$ cat src/rtl/wb_interconnect_pkg.sv
// Shared types and constants for the two-master / two-slave Wishbone interconnect.
package wb_interconnect_pkg;

  typedef enum logic [1:0] {
    ST_IDLE      = 2'd0,
    ST_GRANT_M0  = 2'd1,
    ST_GRANT_M1  = 2'd2,
    ST_FAULT_ACK = 2'd3
  } arbState_t;

  typedef enum logic [1:0] {
    SEL_NONE = 2'd0,
    SEL_PROG = 2'd1,
    SEL_REG  = 2'd2
  } slaveSel_t;

  // Read word returned to a master whose access was faulted
  localparam logic [15:0] FAULT_WORD = 16'hDEAD;

  localparam int ERR_DECODE_BIT  = 0;
  localparam int ERR_TIMEOUT_BIT = 1;

  localparam logic [1:0] OWNER_NONE = 2'd0;
  localparam logic [1:0] OWNER_M0   = 2'd1;
  localparam logic [1:0] OWNER_M1   = 2'd2;

endpackage

$ cat src/rtl/wb_interconnect_if.sv
// One Wishbone link; the master modport drives the request, the slave modport answers.
interface wb_interconnect_if #(
  parameter int ADDRESS_WIDTH = 24
) ();

  logic [ADDRESS_WIDTH-1:0] adr;
  logic [15:0]              datWr;
  logic [15:0]              datRd;
  logic                     cyc;
  logic                     stb;
  logic                     we;
  logic                     ack;

  modport master (
    output adr, datWr, cyc, stb, we,
    input  datRd, ack
  );

  modport slave (
    input  adr, datWr, cyc, stb, we,
    output datRd, ack
  );

endinterface

$ cat src/rtl/wb_addr_decode.sv
// Maps a Wishbone address onto the program-memory window, the register window or nothing.
module wb_addr_decode
  import wb_interconnect_pkg::*;
#(
  parameter int                       ADDRESS_WIDTH = 24,
  parameter logic [ADDRESS_WIDTH-1:0] PROGMEM_START = ADDRESS_WIDTH'('h10000),
  parameter logic [ADDRESS_WIDTH-1:0] PROGMEM_END   = ADDRESS_WIDTH'('h1FFFF),
  parameter logic [ADDRESS_WIDTH-1:0] REGMEM_START  = ADDRESS_WIDTH'('h00000),
  parameter logic [ADDRESS_WIDTH-1:0] REGMEM_END    = ADDRESS_WIDTH'('h0FFFF)
) (
  input  logic [ADDRESS_WIDTH-1:0] adr,
  output slaveSel_t                sel
);

  localparam logic [ADDRESS_WIDTH-1:0] PROG_SPAN = PROGMEM_END - PROGMEM_START;
  localparam logic [ADDRESS_WIDTH-1:0] REG_SPAN  = REGMEM_END - REGMEM_START;

  logic [ADDRESS_WIDTH-1:0] progOfs;
  logic [ADDRESS_WIDTH-1:0] regOfs;

  // Offset-from-base compare: an address below the base wraps to a huge offset
  always_comb begin
    progOfs = adr - PROGMEM_START;
    regOfs  = adr - REGMEM_START;
    sel     = SEL_NONE;
    if (progOfs <= PROG_SPAN) begin
      sel = SEL_PROG;
    end else if (regOfs <= REG_SPAN) begin
      sel = SEL_REG;
    end
  end

endmodule

$ cat src/rtl/wb_interconnect.sv
// Two-master, two-slave Wishbone interconnect: alternating-priority arbiter, address
// decode, zero-latency response routing, and decode / ack-timeout fault responses.
module wb_interconnect
  import wb_interconnect_pkg::*;
#(
  parameter int                       ADDRESS_WIDTH = 24,
  parameter logic [ADDRESS_WIDTH-1:0] PROGMEM_START = ADDRESS_WIDTH'('h10000),
  parameter logic [ADDRESS_WIDTH-1:0] PROGMEM_END   = ADDRESS_WIDTH'('h1FFFF),
  parameter logic [ADDRESS_WIDTH-1:0] REGMEM_START  = ADDRESS_WIDTH'('h00000),
  parameter logic [ADDRESS_WIDTH-1:0] REGMEM_END    = ADDRESS_WIDTH'('h0FFFF),
  parameter int                       ACK_TIMEOUT   = 255
) (
  input  logic              clk,
  input  logic              rst,
  wb_interconnect_if.slave  m0,
  wb_interconnect_if.slave  m1,
  wb_interconnect_if.master sProg,
  wb_interconnect_if.master sReg,
  input  logic              clrErr,
  output logic [1:0]        errStatus,
  output logic [1:0]        grantOwner
);

  localparam logic [15:0] TIMEOUT_CNT = 16'(ACK_TIMEOUT);

  arbState_t state;
  logic      ownerM1;
  logic      lastM1;
  logic [15:0] waitCnt;

  logic [ADDRESS_WIDTH-1:0] ownAdr;
  logic [15:0] ownDat;
  logic        ownCyc;
  logic        ownStb;
  logic        ownWe;
  slaveSel_t   sel;

  logic        granted;
  logic        inFault;
  logic        selProg;
  logic        selReg;
  logic        slvAck;
  logic [15:0] slvDat;
  logic        pending;
  logic        decodeHit;
  logic        timeoutHit;
  logic        rspAck;
  logic [15:0] rspDat;
  logic [1:0]  newErr;

  // ownerM1 stays valid through FAULT_ACK so the fault word reaches the right master
  always_comb begin
    ownAdr = ownerM1 ? m1.adr   : m0.adr;
    ownDat = ownerM1 ? m1.datWr : m0.datWr;
    ownCyc = ownerM1 ? m1.cyc   : m0.cyc;
    ownStb = ownerM1 ? m1.stb   : m0.stb;
    ownWe  = ownerM1 ? m1.we    : m0.we;
  end

  wb_addr_decode #(
    .ADDRESS_WIDTH (ADDRESS_WIDTH),
    .PROGMEM_START (PROGMEM_START),
    .PROGMEM_END   (PROGMEM_END),
    .REGMEM_START  (REGMEM_START),
    .REGMEM_END    (REGMEM_END)
  ) uDecode (
    .adr (ownAdr),
    .sel (sel)
  );

  always_comb begin
    granted    = (state == ST_GRANT_M0) || (state == ST_GRANT_M1);
    inFault    = (state == ST_FAULT_ACK);
    selProg    = granted && ownCyc && (sel == SEL_PROG);
    selReg     = granted && ownCyc && (sel == SEL_REG);
    slvAck     = (selProg && sProg.ack) || (selReg && sReg.ack);
    slvDat     = selProg ? sProg.datRd : (selReg ? sReg.datRd : 16'h0000);
    pending    = granted && ownCyc && ownStb && (sel != SEL_NONE) && !slvAck;
    decodeHit  = granted && ownCyc && ownStb && (sel == SEL_NONE);
    // A slave ack in the deadline cycle clears pending, so it beats the timeout
    timeoutHit = pending && (waitCnt == TIMEOUT_CNT);
    rspAck     = inFault || slvAck;
    rspDat     = inFault ? FAULT_WORD : slvDat;
    newErr                  = 2'b00;
    newErr[ERR_DECODE_BIT]  = decodeHit;
    newErr[ERR_TIMEOUT_BIT] = timeoutHit;
  end

  assign sProg.cyc   = selProg;
  assign sProg.stb   = selProg && ownStb;
  assign sProg.we    = selProg && ownWe;
  assign sProg.adr   = selProg ? ownAdr : '0;
  assign sProg.datWr = selProg ? ownDat : 16'h0000;

  assign sReg.cyc    = selReg;
  assign sReg.stb    = selReg && ownStb;
  assign sReg.we     = selReg && ownWe;
  assign sReg.adr    = selReg ? ownAdr : '0;
  assign sReg.datWr  = selReg ? ownDat : 16'h0000;

  // rspAck/rspDat are already zero outside GRANT/FAULT, so only the owner gate is needed
  assign m0.ack   = !ownerM1 && rspAck;
  assign m0.datRd = ownerM1 ? 16'h0000 : rspDat;
  assign m1.ack   = ownerM1 && rspAck;
  assign m1.datRd = ownerM1 ? rspDat : 16'h0000;

  always_ff @(posedge clk or negedge rst) begin
    if (!rst) begin
      state      <= ST_IDLE;
      ownerM1    <= 1'b0;
      lastM1     <= 1'b1;
      waitCnt    <= 16'h0000;
      errStatus  <= 2'b00;
      grantOwner <= OWNER_NONE;
    end else begin
      errStatus <= (clrErr ? 2'b00 : errStatus) | newErr;
      waitCnt   <= (pending && !timeoutHit) ? waitCnt + 16'd1 : 16'h0000;
      case (state)
        ST_IDLE: begin
          if (m0.cyc && (!m1.cyc || lastM1)) begin
            state      <= ST_GRANT_M0;
            ownerM1    <= 1'b0;
            lastM1     <= 1'b0;
            grantOwner <= OWNER_M0;
          end else if (m1.cyc) begin
            state      <= ST_GRANT_M1;
            ownerM1    <= 1'b1;
            lastM1     <= 1'b1;
            grantOwner <= OWNER_M1;
          end
        end
        ST_GRANT_M0, ST_GRANT_M1: begin
          if (!ownCyc) begin
            state      <= ST_IDLE;
            grantOwner <= OWNER_NONE;
          end else if (decodeHit || timeoutHit) begin
            state <= ST_FAULT_ACK;
          end
        end
        ST_FAULT_ACK: begin
          state <= ownerM1 ? ST_GRANT_M1 : ST_GRANT_M0;
        end
        default: begin
          state      <= ST_IDLE;
          grantOwner <= OWNER_NONE;
        end
      endcase
    end
  end

endmodule
$ cat src/flat_wrapper.sv
// flat-port wrapper written by rule: the top's interface ports become plain ports
module wb_interconnect_flat import wb_interconnect_pkg::*;
#(
  parameter int                       ADDRESS_WIDTH = 24,
  parameter logic [ADDRESS_WIDTH-1:0] PROGMEM_START = ADDRESS_WIDTH'('h10000),
  parameter logic [ADDRESS_WIDTH-1:0] PROGMEM_END   = ADDRESS_WIDTH'('h1FFFF),
  parameter logic [ADDRESS_WIDTH-1:0] REGMEM_START  = ADDRESS_WIDTH'('h00000),
  parameter logic [ADDRESS_WIDTH-1:0] REGMEM_END    = ADDRESS_WIDTH'('h0FFFF),
  parameter int                       ACK_TIMEOUT   = 255
)
  (clk, rst, clrErr, errStatus, grantOwner, m0_adr, m0_datWr, m0_cyc, m0_stb, m0_we, m0_datRd, m0_ack, m1_adr, m1_datWr, m1_cyc, m1_stb, m1_we, m1_datRd, m1_ack, sProg_adr, sProg_datWr, sProg_cyc, sProg_stb, sProg_we, sProg_datRd, sProg_ack, sReg_adr, sReg_datWr, sReg_cyc, sReg_stb, sReg_we, sReg_datRd, sReg_ack);
  wb_interconnect_if #(.ADDRESS_WIDTH(ADDRESS_WIDTH)) m0_i ();
  wb_interconnect_if #(.ADDRESS_WIDTH(ADDRESS_WIDTH)) m1_i ();
  wb_interconnect_if #(.ADDRESS_WIDTH(ADDRESS_WIDTH)) sProg_i ();
  wb_interconnect_if #(.ADDRESS_WIDTH(ADDRESS_WIDTH)) sReg_i ();
  input  logic clk;
  input  logic rst;
  input  logic clrErr;
  output logic [1:0] errStatus;
  output logic [1:0] grantOwner;
  input wire logic [$bits(m0_i.adr)-1:0] m0_adr;
  input wire logic [$bits(m0_i.datWr)-1:0] m0_datWr;
  input wire logic [$bits(m0_i.cyc)-1:0] m0_cyc;
  input wire logic [$bits(m0_i.stb)-1:0] m0_stb;
  input wire logic [$bits(m0_i.we)-1:0] m0_we;
  output wire logic [$bits(m0_i.datRd)-1:0] m0_datRd;
  output wire logic [$bits(m0_i.ack)-1:0] m0_ack;
  input wire logic [$bits(m1_i.adr)-1:0] m1_adr;
  input wire logic [$bits(m1_i.datWr)-1:0] m1_datWr;
  input wire logic [$bits(m1_i.cyc)-1:0] m1_cyc;
  input wire logic [$bits(m1_i.stb)-1:0] m1_stb;
  input wire logic [$bits(m1_i.we)-1:0] m1_we;
  output wire logic [$bits(m1_i.datRd)-1:0] m1_datRd;
  output wire logic [$bits(m1_i.ack)-1:0] m1_ack;
  output wire logic [$bits(sProg_i.adr)-1:0] sProg_adr;
  output wire logic [$bits(sProg_i.datWr)-1:0] sProg_datWr;
  output wire logic [$bits(sProg_i.cyc)-1:0] sProg_cyc;
  output wire logic [$bits(sProg_i.stb)-1:0] sProg_stb;
  output wire logic [$bits(sProg_i.we)-1:0] sProg_we;
  input wire logic [$bits(sProg_i.datRd)-1:0] sProg_datRd;
  input wire logic [$bits(sProg_i.ack)-1:0] sProg_ack;
  output wire logic [$bits(sReg_i.adr)-1:0] sReg_adr;
  output wire logic [$bits(sReg_i.datWr)-1:0] sReg_datWr;
  output wire logic [$bits(sReg_i.cyc)-1:0] sReg_cyc;
  output wire logic [$bits(sReg_i.stb)-1:0] sReg_stb;
  output wire logic [$bits(sReg_i.we)-1:0] sReg_we;
  input wire logic [$bits(sReg_i.datRd)-1:0] sReg_datRd;
  input wire logic [$bits(sReg_i.ack)-1:0] sReg_ack;
  assign m0_i.adr = m0_adr;
  assign m0_i.datWr = m0_datWr;
  assign m0_i.cyc = m0_cyc;
  assign m0_i.stb = m0_stb;
  assign m0_i.we = m0_we;
  assign m0_datRd = m0_i.datRd;
  assign m0_ack = m0_i.ack;
  assign m1_i.adr = m1_adr;
  assign m1_i.datWr = m1_datWr;
  assign m1_i.cyc = m1_cyc;
  assign m1_i.stb = m1_stb;
  assign m1_i.we = m1_we;
  assign m1_datRd = m1_i.datRd;
  assign m1_ack = m1_i.ack;
  assign sProg_adr = sProg_i.adr;
  assign sProg_datWr = sProg_i.datWr;
  assign sProg_cyc = sProg_i.cyc;
  assign sProg_stb = sProg_i.stb;
  assign sProg_we = sProg_i.we;
  assign sProg_i.datRd = sProg_datRd;
  assign sProg_i.ack = sProg_ack;
  assign sReg_adr = sReg_i.adr;
  assign sReg_datWr = sReg_i.datWr;
  assign sReg_cyc = sReg_i.cyc;
  assign sReg_stb = sReg_i.stb;
  assign sReg_we = sReg_i.we;
  assign sReg_i.datRd = sReg_datRd;
  assign sReg_i.ack = sReg_ack;
  wb_interconnect #(.ADDRESS_WIDTH(ADDRESS_WIDTH), .PROGMEM_START(PROGMEM_START), .PROGMEM_END(PROGMEM_END), .REGMEM_START(REGMEM_START), .REGMEM_END(REGMEM_END), .ACK_TIMEOUT(ACK_TIMEOUT)) u_core (.clk(clk), .rst(rst), .m0(m0_i), .m1(m1_i), .sProg(sProg_i), .sReg(sReg_i), .clrErr(clrErr), .errStatus(errStatus), .grantOwner(grantOwner));
endmodule
$ cat config.mk
export PLATFORM = sky130hd
export DESIGN_NAME = wb_interconnect_flat
export DESIGN_NICKNAME = d
export VERILOG_FILES = /design/src/rtl/wb_interconnect_pkg.sv /design/src/rtl/wb_interconnect_if.sv /design/src/rtl/wb_addr_decode.sv /design/src/rtl/wb_interconnect.sv /design/src/flat_wrapper.sv
export SDC_FILE = /design/constraint.sdc
export NUM_CORES = 1
export LEC_CHECK = 0
export CORE_AREA = 2 2 97 99
export CTS_CLUSTER_SIZE = 30
export DETAILED_ROUTE_END_ITERATION = 10
export DIE_AREA = 0 0 99 101
export DONT_BUFFER_PORTS = 1
export PLACE_DENSITY_LB_ADDON = 0.12
export SYNTH_ARGS = -nofsm -noshare
export SYNTH_HDL_FRONTEND = slang
export SYNTH_SLANG_ARGS = --single-unit
$ cat constraint.sdc
create_clock -name clk -period 3.45 [get_ports clk]
set_clock_uncertainty 0.1 [all_clocks]
set_input_delay 0.69 -clock clk [delete_from_list [all_inputs] [get_ports clk]]
set_output_delay 0.69 -clock clk [all_outputs]
set_load 0.01 [all_outputs]
Yosys cells after proc, flatten, opt, wreduce, memory -nomap -nowiden
Index checks and enable logic that the tools add are counted.
{ "word_totals": {"regBits": 24, "input_bits": 123, "wordCells": 84} }
{ "classes": {"n_addsub": 2, "magnitude_cmp": 2, "eq_ne": 9, "mux": 28, "n_bitwise": 1, "reduce_logical": 36} }
{ "op_table": {"columns": ["op", "n"], "rows": [
  ["2-to-1 mux 16 bit", 9],
  ["2-to-1 mux 24 bit", 3],
  ["less-or-equal comparator 24 x 16 -> 1 bit (second input constant)", 2],
  ["subtractor 24 x 17 -> 24 bit (second input constant)", 1],
  ["logical AND 1 bit", 18],
  ["2-to-1 mux 2 bit", 9],
  ["adder 16 x 1 -> 16 bit (second input constant)", 1],
  ["== test 16 x 8 -> 1 bit (second input constant)", 1],
  ["== test 2 bit (second input constant)", 3],
  ["one-hot mux 2 bit (3 select lines)", 1],
  ["nonzero test 2 bit", 3],
  ["logical OR 1 bit", 5],
  ["2-to-1 mux 1 bit", 5],
  ["== test 2 x 1 -> 1 bit (second input constant)", 2],
  ["logical NOT 1 bit", 4],
  ["logical NOT 2 bit", 2],
  ["one-hot mux 2 bit (2 select lines)", 1],
  ["AND reduction 2 bit", 2],
  ["!= test 3 x 2 -> 1 bit (second input constant)", 1],
  ["!= test 3 bit (second input constant)", 1],
  ["AND reduction 3 bit", 1],
  ["!= test 2 bit (second input constant)", 1],
  ["OR 2 bit", 1],
  ["OR reduction 2 bit", 1]
]} }

Longest topological paths before layout
Gate-level depths: netlist (run 1).
{ "logic_depth": {"depth_word": 15, "ltp_mapped": 11} }

Modules after synthesis
From an unflattened synthesis (run 1), not the netlist that was laid out.
{ "unflattened": {"cells_unflattened": 361, "hier_area_um2": 2595.0} }
{ "by_module_without_submodules": {"columns": ["mod", "instances", "cells_per_inst", "area_per_inst_um2"], "rows": [
  ["wb_interconnect", 1, 357, 2562.5],
  ["wb_addr_decode", 1, 4, 32.5]
]} }

Worst setup path after synthesis (run 1)
No wires, ideal clock.
{ "synth_path": {"path_type": "input port to output port", "start": "in m1_adr[20]", "end": "out m0_datRd[13]", "t_arrival_ps": 2241, "slack_ps": 419, "path_stages": 9, "path_buffers": 2, "path_cell_list": "nor4_1 > nand3_1 > nand2_1 > nand2b_1 > buf_4 > inv_4 > clkbuf_1 > a22oi_1 > nor3_1"} }
{ "synth_via": {"elab_chain_len": 10} }
{ "synth_rtl": {"columns": ["item", "line_no", "rtl"], "rows": [
  ["from (decl)", "flat_wrapper.sv:28", "input wire logic [$bits(m1_i.adr)-1:0] m1_adr;"],
  ["2-to-1 mux 24 bit (*)", "wb_interconnect.sv:53", "ownAdr = ownerM1 ? m1.adr : m0.adr;"],
  ["subtractor 24 x 17 -> 24 bit or less-or-equal comparator 24 x 16 -> 1 bit (tied branches)", "wb_addr_decode.sv:23, wb_addr_decode.sv:28", null],
  ["less-or-equal comparator 24 x 16 -> 1 bit or 2-to-1 mux 2 bit (tied branches)", "wb_addr_decode.sv:26, wb_addr_decode.sv:28", null],
  ["2-to-1 mux 2 bit (*)", "wb_addr_decode.sv:26", "if (progOfs <= PROG_SPAN) begin"],
  ["== test 2 bit (*)", "wb_interconnect.sv:75", "selReg = granted && ownCyc && (sel == SEL_REG);"],
  ["logical AND 1 bit (*)", "wb_interconnect.sv:75", null],
  ["named net sReg_cyc", "flat_wrapper.sv:44", "output wire logic [$bits(sReg_i.cyc)-1:0] sReg_cyc;"],
  ["2-to-1 mux 16 bit (*) (2 in a row)", "wb_interconnect.sv:77", "slvDat = selProg ? sProg.datRd : (selReg ? sReg.datRd : 16'h0000);"],
  ["2-to-1 mux 16 bit (*)", "wb_interconnect.sv:83", "rspDat = inFault ? FAULT_WORD : slvDat;"],
  ["2-to-1 mux 16 bit (*)", "wb_interconnect.sv:103", "assign m0.datRd = ownerM1 ? 16'h0000 : rspDat;"],
  ["to (decl)", "flat_wrapper.sv:26", "output wire logic [$bits(m0_i.datRd)-1:0] m0_datRd;"]
]} }
Mark *: on every way through the listed nets, which the timed path passes. The rest lies on a longest branch.

Worst setup path after layout (run 1)
{ "layout_path": {"start": "reg u_core.ownerM1", "end": "out m1_datRd[0]"} }
{ "layout_lines": {"columns": ["item", "line_no", "rtl"], "rows": [
  ["from (decl)", "wb_interconnect.sv:27", "logic ownerM1;"],
  ["from (signal assigned)", "wb_interconnect.sv:110", "ownerM1 <= 1'b0;"],
  ["from (signal assigned)", "wb_interconnect.sv:122", "ownerM1 <= 1'b0;"],
  ["from (signal assigned)", "wb_interconnect.sv:127", "ownerM1 <= 1'b1;"],
  ["2-to-1 mux 24 bit", "wb_interconnect.sv:53", null],
  ["subtractor 24 x 17 -> 24 bit or less-or-equal comparator 24 x 16 -> 1 bit (tied branches)", "wb_addr_decode.sv:23, wb_addr_decode.sv:28", null],
  ["less-or-equal comparator 24 x 16 -> 1 bit or 2-to-1 mux 2 bit (tied branches)", "wb_addr_decode.sv:26, wb_addr_decode.sv:28", null],
  ["2-to-1 mux 2 bit", "wb_addr_decode.sv:26", null],
  ["== test 2 x 1 -> 1 bit", "wb_interconnect.sv:74", "selProg = granted && ownCyc && (sel == SEL_PROG);"],
  ["logical AND 1 bit (*)", "wb_interconnect.sv:74", null],
  ["named net sProg_cyc", "flat_wrapper.sv:37", "output wire logic [$bits(sProg_i.cyc)-1:0] sProg_cyc;"],
  ["2-to-1 mux 16 bit (*)", "wb_interconnect.sv:77", null],
  ["2-to-1 mux 16 bit (*)", "wb_interconnect.sv:83", null],
  ["2-to-1 mux 16 bit (*)", "wb_interconnect.sv:105", "assign m1.datRd = ownerM1 ? rspDat : 16'h0000;"],
  ["to (decl)", "flat_wrapper.sv:33", "output wire logic [$bits(m1_i.datRd)-1:0] m1_datRd;"]
]} }
Marks and branches as above.

==> parameters.txt, run 1 <==
Parameter                              Value

Timing
  Worst rel slew slack ... 0.5100
  Unrepaired setup endpoints after global routing ... no
  Share of the clock period used by the worst path after layout ... 0.9223
  Max-slew violation count ... 0
  Max frequency ... 0.3143 GHz
  Hold Slack ... approximately 0.13 ns
  Worst-margin pin slew ... around 0.73 ns
  Accumulated negative setup slack ... 0 ns
  Clock period minus final worst setup slack ... 3.182 ns
  Final Hold Violating Endpoints ... 0
  Total of endpoints with negative setup slack in the final report ... 0
  Setup slack of the critical path after layout ... about 0.27 ns

Power and ir drop
  Fraction of power consumed by the clock network ... 0.118
  Switching power as a share of total power ... 0.4853
  Internal Power ... slightly above 700 µW
  Psw ... 683.5 µW
  Comb power frac ... 0.607
  Design Power ... 1408 µW
  Register share of total power ... 0.274
  Pwr dens ... about 510 mW/mm²
  Worst vdd rail ir drop ... 0.0001760 V
  Leakage power of the design ... 0.001193 µW

Clock tree
  Count of hold-fix buffers inserted at cts ... 0
  Clock transition at the register clock pins on the worst setup and hold paths after CTS ... 0.08 ns
  Buffer cell driving the clock tree root ... sky130_fd_sc_hd__clkbuf_8
  Clock Tree Buf Depth ... 2
  Clock tree from TritonCTS ... yes
  Resize count post-CTS ... 0
  Number of buffers created by CTS ... 3
  H-tree lvl count ... 1
  Worst skew pair latency ... 0.26 ns
  Total setup buffers inserted after CTS ... 0
  Total clock sinks ... 24

Synthesis
  Top cell type by total area after synthesis ... sky130_fd_sc_hd__dfrtp_1
  Ys Warns ... 0
  Count of cell types in the netlist ... 45
  Dominant register cell in the synthesized netlist ... sky130_fd_sc_hd__dfrtp_1
  Cell count after synthesis ... approximately 350
  Post-synth top area share ... 0.2218
  Fraction of the yosys area taken by sequential cells ... 0.2319
  Biggest area contributors in the synthesized netlist ... sky130_fd_sc_hd__dfrtp_1 22%, sky130_fd_sc_hd__mux2i_1 14%, sky130_fd_sc_hd__nor2_1 14%
  Synthesized cell area ... between 0.002 and 0.003 mm²
  Count of flip-flops with a built-in enable after synthesis ... 0
  Count of state elements after synthesis ... 24
  Post-synthesis average cell area ... 7.435 µm²
  Share of flip-flops with an asynchronous set or reset ... 1.000

Global route
  Met3 Track Usage GR ... 0.02843
  Highest-utilization routing layer at the global route stage ... met2
  First-pass GRT wire length ... 12,710 µm
  Global Route met1 Usage ... 0.2308
  Met2 Track Usage GR ... 0.2640
  Initial antenna violation count ... 0
  Congestion Overflow GR ... 0
  Pin count of the biggest net entering global routing ... 49
  Overall track demand over capacity in global routing ... 0.1631
  Vias in the first global route ... between 2,000 and 2,500

Worst setup path
  Reg-to-reg slack, setup ... a little under 0.7 ns
  CP max FO ... 20
  Kind of start point of the critical path ... register
  Critical path startpoint ... u_core.ownerM1$_DFFE_PN0P_
  Last element of the critical path ... m1_datRd[0]
  Required time at the worst-slack endpoint ... 2.66 ns
  Capture point of the worst reg-to-reg path ... u_core.errStatus[1]$_DFF_PN0_
  Reg-to-Reg Start ... u_core.ownerM1$_DFFE_PN0P_
  Setup Crit Path Kind ... reg2out
  Crit. End Element ... output pin
  Worst R2R Path Depth ... 6
  Arrival time reported for the critical path endpoint ... between 2 and 2.5 ns

Cells and area
  Fraction of layout cells with a size suffix above 1 ... 0.1282
  Fill count ... ~990
  Number of antenna diodes ... 0
  Most frequent cells in the layout ... 96 x sky130_fd_sc_hd__nor2_1, 36 x sky130_fd_sc_hd__mux2i_1, 22 x sky130_fd_sc_hd__buf_4, 22 x sky130_fd_sc_hd__dfrtp_1, 15 x sky130_fd_sc_hd__conb_1
  Most frequent standard cell in the layout excluding fill and tap cells ... sky130_fd_sc_hd__nor2_1
  Layout Nets ... roughly 480
  Final core utilization ... 0.3105
  Synth-to-Final Area Change ... 7.425%

Run
  Max-capacitance violation count ... 0

Route
  Vias per cell ... 5.364
  Drt initial violations ... 100
  Wirelength per Cell ... between 20 and 25 µm
  Antenna viol nets, final ... 0
  Router iterations before antenna repair ... 4
  Wirelength, routed ... approximately 9300 µm
  Drt drc ... 0
  Number of vias after detailed routing ... roughly 2,500

Place
  Detailed-placement wirelength estimate ... 7563 µm
  Weighted congestion reported at the end of routability-driven placement ... just over 0.8
  Input/output buffers ... 0
  Placement-stage worst setup slack ... approximately 0.52 ns

Floorplan
  Cell Rows ... 35
  Effective utilization at floorplan ... 0.2891
  Total core area ... ~0.009 mm²
  # IOs ... 247
  Die area ... around 0.01 mm²
  Vertical die dimension ... a little over 100 µm
  Width of the chip ... approximately 99 µm

Worst hold path
  Tightest Hold Check Type ... in2async

Outcome
  Status ... finished clean
power by group through the flow:
stage                     Clock [µW]  Combinational [µW]  Sequential, µW
after floorplan                    0                 751             354
after global placement             0                 853             394
after detailed placement           0                 853             395
after CTS                        178                 857             389
after global routing             190                 944             397
final                            167                 856             386
final cells by class:
class	count	area, µm²	area share
Tap cell	111	138.9	0.04982
Clock buffer	4	45.04	0.01616
Sequential cell	24	603.1	0.2163
Timing Repair Buffer	23	185.2	0.06643
Multi-Input combinational cell	285	1757	0.6302
Inverter	15	58.81	0.02110
metrics by stage:
stage | std cells | instance area, µm²
finish | 462 | 2788
CTS | 461 | 2768
detailed placement | 457 | 2723
floorplan | 363 | 2648
global placement | 457 | 2723
global route | 462 | 2788
logic make-up after synthesis:
group                      synth area share
and+or+nand+nor                      0.3206
buffers and inverters                0.1114
AOI/OAI and AO/OA                    0.1162
muxes                                0.1519
DFF                                  0.2319
xor gates and xnor gates            0.04725
adders and majority gates           0.01929
other                              0.001445
state kept, by name (all words and copies together), names as in the netlist:
signal / flops
u_core.lastM1: 1
u_core.grantOwner: 2
u_core.waitCnt: 16
u_core.errStatus: 2
u_core.ownerM1: 1
u_core.state: 2
worst max-delay path: stages (launching register included):
cell	delay (ns)
sky130_fd_sc_hd__dfrtp_2	0.60
sky130_fd_sc_hd__mux2_2	0.42
sky130_fd_sc_hd__nand2_1	0.10
sky130_fd_sc_hd__nor2_1	0.07
sky130_fd_sc_hd__nand2_2	0.08
sky130_fd_sc_hd__inv_2	0.14
sky130_fd_sc_hd__a221oi_1	0.54
sky130_fd_sc_hd__nor2b_1	0.17
layer usage:
metal	vias to the layer above	share of wire
met4	0	0.0080
met1	1195	0.45
met3	7	0.071
li1	1174	-
met5	-	0
met2	102	0.48
worst min-delay path by stage:
stage	from	end	slack [ns]	cells after the start
finish	rst	u_core.waitCnt[5]$_DFF_PN0_	0.13	1
global route	rst	u_core.waitCnt[5]$_DFF_PN0_	0.12	1
CTS	rst	u_core.waitCnt[5]$_DFF_PN0_	0.002	0
detailed placement	rst	u_core.waitCnt[10]$_DFF_PN0_	0.30	0
global placement	rst	u_core.waitCnt[9]$_DFF_PN0_	0.30	0
floorplan	rst	u_core.errStatus[0]$_DFF_PN0_	0.29	0
cell usage after synthesis, drive strengths merged (6+ instances only):
cell type and instances:
nand3 10, a221oi 12, a22oi 6, nor3 23, buf 29, xnor2 8
nand2 10, nor2b 12, dfrtp 23, clkbuf 10, inv 15, xor2 6
mux2i 36, nor2 96, a21oi 9
No activity file was read; power rests on OpenSTA's default activity.
==> inputs of run 2 (changes only) <==
--- a/config.mk
+++ b/config.mk
@@ -10,6 +10,7 @@
 export DETAILED_ROUTE_END_ITERATION = 10
 export DIE_AREA = 0 0 99 101
 export DONT_BUFFER_PORTS = 1
+export MAX_ROUTING_LAYER = met4
 export PLACE_DENSITY_LB_ADDON = 0.12
 export SYNTH_ARGS = -nofsm -noshare
 export SYNTH_HDL_FRONTEND = slang
==> constraint.sdc (replaced) <==
create_clock -name clk -period 3.6 [get_ports clk]
set_clock_uncertainty 0.1 [all_clocks]
set_input_delay 0.72 -clock clk [delete_from_list [all_inputs] [get_ports clk]]
set_output_delay 0.72 -clock clk [all_outputs]
set_load 0.01 [all_outputs]
==> run 2 against run 1 <==
Effect of this change:
- die area stayed put
- critical endpoint is now m1_datRd[2]
- largest power group unchanged
- sequential power is 4% lower
- critical path depth stayed put
- final area is 2.8% lower
==> parameters.txt, run 2 (synthesized netlist as in run 1, its figures left out) <==
Parameter                              Value

Global route
  Pin count of the biggest net entering global routing ... 47 (-4.1%)
  Overall track demand over capacity in global routing ... 0.1658 (+0.002644)
  First-pass GRT wire length ... 12,480 µm (-1.8%)
  Initial antenna violation count ... 0 (unchanged)
  Vias in the first global route ... 2,099 (-2.8%)
  Congestion Overflow GR ... 0 (unchanged)

Clock tree
  Clock Tree Buf Depth ... 2 (unchanged)
  Clock tree from TritonCTS ... yes
  Number of buffers created by CTS ... 3 (unchanged)
  Resize count post-CTS ... 0 (unchanged)
  Total clock sinks ... 24 (unchanged)
  H-tree lvl count ... 1 (unchanged)
  Buffer cell driving the clock tree root ... sky130_fd_sc_hd__clkbuf_8
  Worst skew pair latency ... 0.26 ns (about the same)
  Total setup buffers inserted after CTS ... 0 (unchanged)
  Count of hold-fix buffers inserted at cts ... 0 (unchanged)
  Clock transition at the register clock pins on the worst setup and hold paths after CTS ... 0.08 ns (about the same)

Place
  Input/output buffers ... 0 (unchanged)
  Placement-stage worst setup slack ... 0.6365 ns (+0.1140 ns)
  Count of placed standard cells including taps ... 448 (-2.0%)
  Detailed-placement wirelength estimate ... 7556 µm (about the same)
  Weighted congestion reported at the end of routability-driven placement ... 0.7917 (-3.8%)

Floorplan
  Width of the chip ... 99 µm (unchanged)
  # IOs ... 247 (unchanged)
  Effective utilization at floorplan ... 0.2891 (unchanged)
  Vertical die dimension ... 101 µm (unchanged)
  Cell Rows ... 35 (unchanged)
  Die area ... 0.009999 mm² (unchanged)
  Total core area ... 0.008977 mm² (unchanged)

Worst setup path
  Crit. End Element ... output pin
  Kind of start point of the critical path ... register
  CP max FO ... 20 (unchanged)
  Required time at the worst-slack endpoint ... 2.78 ns (+0.12 ns)
  Worst R2R Path Depth ... 6 (unchanged)
  Setup Crit Path Kind ... reg2out
  Arrival time reported for the critical path endpoint ... 2.42 ns (+0.03 ns)

Timing
  Clock period minus final worst setup slack ... 3.244 ns
  Max-slew violation count ... 0 (unchanged)
  Unrepaired setup endpoints after global routing ... no
  Setup slack of the critical path after layout ... 0.3560 ns (+0.08809 ns)
  Total of endpoints with negative setup slack in the final report ... 0 (unchanged)
  Hold Slack ... 0.04013 ns (-0.08769 ns)
  Worst rel slew slack ... 0.5068 (-0.003239)
  Max frequency ... ~0.31 GHz
  Worst-margin pin slew ... 0.7399 ns (+0.004859 ns)
  Final Hold Violating Endpoints ... 0 (unchanged)
  Share of the clock period used by the worst path after layout ... 0.9011
  Accumulated negative setup slack ... 0 ns (unchanged)

Power and ir drop
  Leakage power of the design ... 0.001141 µW (-4.4%)
  Pwr dens ... 504.0 mW/mm² (-0.24%)
  Worst vdd rail ir drop ... 0.0001791 V (+1.8%)

Cells and area
  Register name with the most flops ... u_core.waitCnt
  Number of antenna diodes ... 0 (unchanged)
  Fraction of layout cells with a size suffix above 1 ... 0.1056 (-0.02263)
  Synth-to-Final Area Change ... 4.436%
  Most frequent cells in the layout ... 96 x sky130_fd_sc_hd__nor2_1, 36 x sky130_fd_sc_hd__mux2i_1, 22 x sky130_fd_sc_hd__dfrtp_1
  Layout Nets ... 469 (-2.1%)
  Post-route non-filler standard cell count ... 452 (-2.2%)
  Fill count ... 998 (+0.60%)
  Flip-flop count of the largest register, all copies and words added ... 16 (unchanged)
  Most frequent standard cell in the layout excluding fill and tap cells ... sky130_fd_sc_hd__nor2_1

Outcome
  Status ... finished clean

Route
  Router iterations before antenna repair ... 4 (unchanged)
  Drt drc ... 0 (unchanged)
  Wirelength per Cell ... 20.37 µm (+1.3%)
  Number of vias after detailed routing ... 2,459 (-0.77%)
  Wirelength, routed ... 9208 µm (-0.94%)
  Drt initial violations ... 78 (-22%)
  Vias per cell ... 5.440 (+1.4%)
  Antenna viol nets, final ... 0 (unchanged)

Worst hold path
  Tightest Hold Check Type ... in2async

Run
  Max-capacitance violation count ... 0 (unchanged)
## run 2: cell types whose count changed in the layout (fill, tap and decap cells not counted)
cell,change
sky130_fd_sc_hd__clkbuf_1,-1
sky130_fd_sc_hd__buf_4,-9
sky130_fd_sc_hd__buf_12,-1
sky130_fd_sc_hd__clkbuf_8,+1
## run 2: critical path: stages (launching register included)
cell and delay [ns]:
sky130_fd_sc_hd__dfrtp_2 0.61, sky130_fd_sc_hd__mux2_2 0.42, sky130_fd_sc_hd__nand2_1 0.09, sky130_fd_sc_hd__nor2_1 0.08
sky130_fd_sc_hd__nand2_2 0.09, sky130_fd_sc_hd__inv_2 0.14, sky130_fd_sc_hd__a221oi_1 0.56, sky130_fd_sc_hd__nor2b_1 0.17
## run 2: stage by stage
step	total power, µW	util	instance area, µm²
final	1366	0.3019	2710
after global routing	1472	0.3019	2710
after CTS	1380	0.3019	2710
after detailed placement	1196	0.2957	2655
after global placement	1193	0.2957	2655
after floorplan	1059	-	2648
## run 2: metal layers
metal  track usage  routed length, µm  vias up
met5             -                  0        -
met4       0.02634                 46        0
met3       0.03259                771        5
met2        0.2583               4440      119
met1        0.2278               3949     1180
li1              -                  -     1155
## run 2: final timing paths
| check | slack (ns) | to | startpoint |
|---|---|---|---|
| hold / removal | 0.04 | u_core.waitCnt[10]$_DFF_PN0_ | rst |
| min in group clk | 0.41 | u_core.waitCnt[0]$_DFF_PN0_ | u_core.waitCnt[0]$_DFF_PN0_ |
| max in group asynchronous | 3.19 | u_core.lastM1$_DFFE_PN1P_ | rst |
| hold reg to reg | 0.41 | u_core.waitCnt[0]$_DFF_PN0_ | u_core.waitCnt[0]$_DFF_PN0_ |
| setup reg to reg | 0.80 | u_core.errStatus[1]$_DFF_PN0_ | u_core.ownerM1$_DFFE_PN0P_ |
| setup / recovery | 0.36 | m1_datRd[2] | u_core.ownerM1$_DFFE_PN0P_ |
## run 2: final cells by class
| type | count | area (µm²) | share of cell area |
|---|---|---|---|
| Timing Repair Buffer | 13 | 97.59 | 0.03601 |
| Clock buffer | 4 | 55.05 | 0.02031 |
| Multi-Input combinational cell | 285 | 1757 | 0.6482 |
| Sequential cell | 24 | 603.1 | 0.2225 |
| Inverter | 15 | 58.81 | 0.02170 |
| Tap cell | 111 | 138.9 | 0.05125 |
## run 2: power by group
part | internal (µW) | switching, µW
registers | 309 | 61.8
logic | 304 | 512
clock network | 97.5 | 82.0
total | 710 | 656
==> inputs of run 3 (changes only) <==
--- a/config.mk
+++ b/config.mk
@@ -5,10 +5,10 @@
 export SDC_FILE = /design/constraint.sdc
 export NUM_CORES = 1
 export LEC_CHECK = 0
-export CORE_AREA = 2 2 97 99
+export CORE_AREA = 2 2 95 97
 export CTS_CLUSTER_SIZE = 30
 export DETAILED_ROUTE_END_ITERATION = 10
-export DIE_AREA = 0 0 99 101
+export DIE_AREA = 0 0 97 99
 export DONT_BUFFER_PORTS = 1
 export MAX_ROUTING_LAYER = met4
 export PLACE_DENSITY_LB_ADDON = 0.12
==> run 3 against run 2 <==
Effect of this change:
- power increased by 0.95%
- critical path depth decreased by 1
- maximum frequency is 3.0% higher
- core utilization is 4.2 points higher
- combinational power rose by 2.6%
==> parameters.txt, run 3 (synthesized netlist as in run 1, its figures left out) <==
Parameter                              Value

Cells and area
  Final core utilization ... 0.3443 (+0.04243)
  Synth-to-Final Area Change ... 13.45%
  Register name with the most flops ... u_core.waitCnt
  Most frequent standard cell in the layout excluding fill and tap cells ... sky130_fd_sc_hd__nor2_1
  Area occupied by registers ... 605.6 µm² (+0.42%)
  Combined area of the multi-input logic cells ... 0.001757 mm² (unchanged)
  Post-route non-filler standard cell count ... 481 (+6.4%)
  Flip-flop count of the largest register, all copies and words added ... 16 (unchanged)
  Fraction of layout cells with a size suffix above 1 ... 0.1801 (+0.07454)
  Fill count ... 935 (-6.3%)
  Most frequent cells in the layout ... 96 x sky130_fd_sc_hd__nor2_1, 44 x sky130_fd_sc_hd__buf_4, 36 x sky130_fd_sc_hd__mux2i_1
  Layout Nets ... 500 (+6.6%)

Floorplan
  # IOs ... 247 (unchanged)
  Die area ... 0.009603 mm² (-4.0%)
  Width of the chip ... 97 µm (-2.0%)
  Effective utilization at floorplan ... 0.3035 (+0.01442)
  Cell Rows ... 34 (-2.9%)
  Total core area ... 0.008551 mm² (-4.8%)
  Vertical die dimension ... 99 µm (-2.0%)

Power and ir drop
  Pwr dens ... 468.4 mW/mm² (-7.1%)
  Worst vdd rail ir drop ... 0.0001475 V (-18%)
  Leakage power of the design ... 0.001310 µW (+15%)

Timing
  Total of endpoints with negative setup slack in the final report ... 0 (unchanged)
  Final Hold Violating Endpoints ... 0 (unchanged)
  Max-slew violation count ... 0 (unchanged)
  Share of the clock period used by the worst path after layout ... 0.8749 (-0.02617)
  Accumulated negative setup slack ... 0 ns (unchanged)
  Worst-margin pin slew ... 0.7671 ns (+0.02724 ns)
  Worst rel slew slack ... 0.4886 (-0.01816)
  Max frequency ... 0.3175 GHz (+3.0%)
  Clock period minus final worst setup slack ... 3.150 ns (-0.09422 ns)
  Unrepaired setup endpoints after global routing ... no

Global route
  Overall track demand over capacity in global routing ... 0.1973 (+0.03147)
  First-pass GRT wire length ... 14,490 µm (+16%)
  Congestion Overflow GR ... 0 (unchanged)
  Pin count of the biggest net entering global routing ... 45 (-4.3%)
  Initial antenna violation count ... 1 (+1)
  Vias in the first global route ... 2,369 (+13%)

Route
  Vias per cell ... 5.380 (-1.1%)
  Antenna viol nets, final ... 0 (unchanged)
  Drt initial violations ... 119 (+53%)
  Wirelength, routed ... 10,150 µm (+10%)
  Router iterations before antenna repair ... 6 (+2)
  Wirelength per Cell ... 21.09 µm (+3.5%)
  Number of vias after detailed routing ... 2,588 (+5.2%)
  Drt drc ... 0 (unchanged)

Worst setup path
  Crit. End Element ... output pin
  Capture point of the worst reg-to-reg path ... u_core.errStatus[1]$_DFF_PN0_
  Setup Crit Path Kind ... reg2out
  Reg-to-reg slack, setup ... 0.97 ns (+0.17 ns)
  CP max FO ... 18 (-10%)
  Required time at the worst-slack endpoint ... 2.78 ns (about the same)
  Critical path startpoint ... u_core.ownerM1$_DFFE_PN0P_
  Kind of start point of the critical path ... register
  Reg-to-Reg Start ... u_core.ownerM1$_DFFE_PN0P_
  Worst R2R Path Depth ... 6 (unchanged)
  Last element of the critical path ... m1_datRd[2]
  Arrival time reported for the critical path endpoint ... 2.33 ns (-0.09 ns)

Clock tree
  H-tree lvl count ... 1 (unchanged)
  Buffer cell driving the clock tree root ... sky130_fd_sc_hd__clkbuf_8
  Clock transition at the register clock pins on the worst setup and hold paths after CTS ... 0.08 ns (about the same)
  Number of buffers created by CTS ... 3 (unchanged)
  Clock Tree Buf Depth ... 2 (unchanged)
  Clock tree from TritonCTS ... yes
  Total clock sinks ... 24 (unchanged)
  Resize count post-CTS ... 0 (unchanged)
  Worst skew pair latency ... 0.26 ns (about the same)
  Total setup buffers inserted after CTS ... 0 (unchanged)
  Count of hold-fix buffers inserted at cts ... 0 (unchanged)

Worst hold path
  Tightest Hold Check Type ... in2async

Run
  Max-capacitance violation count ... 0 (unchanged)

Outcome
  Status ... finished clean

Place
  Count of placed standard cells including taps ... 476 (+6.3%)
  Weighted congestion reported at the end of routability-driven placement ... 0.8820 (+11%)
  Detailed-placement wirelength estimate ... 8434 µm (+12%)
  Input/output buffers ... 0 (unchanged)
run 3: changes by cell type in the layout (fill, tap and decap cells not counted), sizes merged:
cell / previous run / this run
diode: 0 / 1
buf: 13 / 44
run 3: worst max-delay path, cell delays in order, from the launching register on:
cell                       delay (ns)
sky130_fd_sc_hd__dfrtp_4         0.57
sky130_fd_sc_hd__and3b_1         0.22
sky130_fd_sc_hd__o211ai_2        0.21
sky130_fd_sc_hd__nand2b_1        0.20
sky130_fd_sc_hd__inv_4           0.12
sky130_fd_sc_hd__a221oi_1        0.57
sky130_fd_sc_hd__nor2b_1         0.17
run 3: through the flow:
stage	power, µW	area [µm²]	setup WS (ns)	hold WS, ns
detailed placement	1209	2887	0.6385	0.3252
global route	1490	2944	0.2602	0.01980
global placement	1208	2887	0.6578	0.3252
finish	1379	2944	0.4502	0.04365
CTS	1396	2942	0.4616	0.03266
floorplan	1059	2648	0.5091	0.3244
run 3: report_power, final:
| group | internal, µW | total [µW] | switching, µW |
|---|---|---|---|
| Clock | 97.4 | 180 | 82.5 |
| Sequential | 312 | 362 | 50.3 |
| Combinational | 305 | 837 | 531 |
| Total | 715 | 1380 | 664 |
run 3: final cells by class:
class	count	area share
antenna	1	0.0008500
clock buffer	4	0.01870
inverter	15	0.01997
multi-input combinational	285	0.5967
sequential	24	0.2057
tap	108	0.04590
timing repair buffer	44	0.1122
run 3: worst min path at each step:
stage / startpoint / end / slack [ns] / cells past startpoint
floorplan: rst / u_core.errStatus[0]$_DFF_PN0_ / 0.32 / 0
global placement: rst / u_core.waitCnt[13]$_DFF_PN0_ / 0.33 / 0
detailed placement: rst / u_core.waitCnt[11]$_DFF_PN0_ / 0.33 / 0
CTS: rst / u_core.waitCnt[13]$_DFF_PN0_ / 0.03 / 0
global route: rst / u_core.waitCnt[11]$_DFF_PN0_ / 0.02 / 0
finish: rst / u_core.waitCnt[4]$_DFF_PN0_ / 0.04 / 0
run 3: per-layer routing:
metal | routed length, µm | part of all wire | GRT usage | up-vias
li1 | - | - | - | 1220
met5 | 0 | 0 | - | -
met2 | 4823 | 0.48 | 0.3034 | 132
met3 | 755 | 0.074 | 0.04113 | 10
met4 | 197 | 0.019 | 0.05092 | 0
met1 | 4370 | 0.43 | 0.2655 | 1226
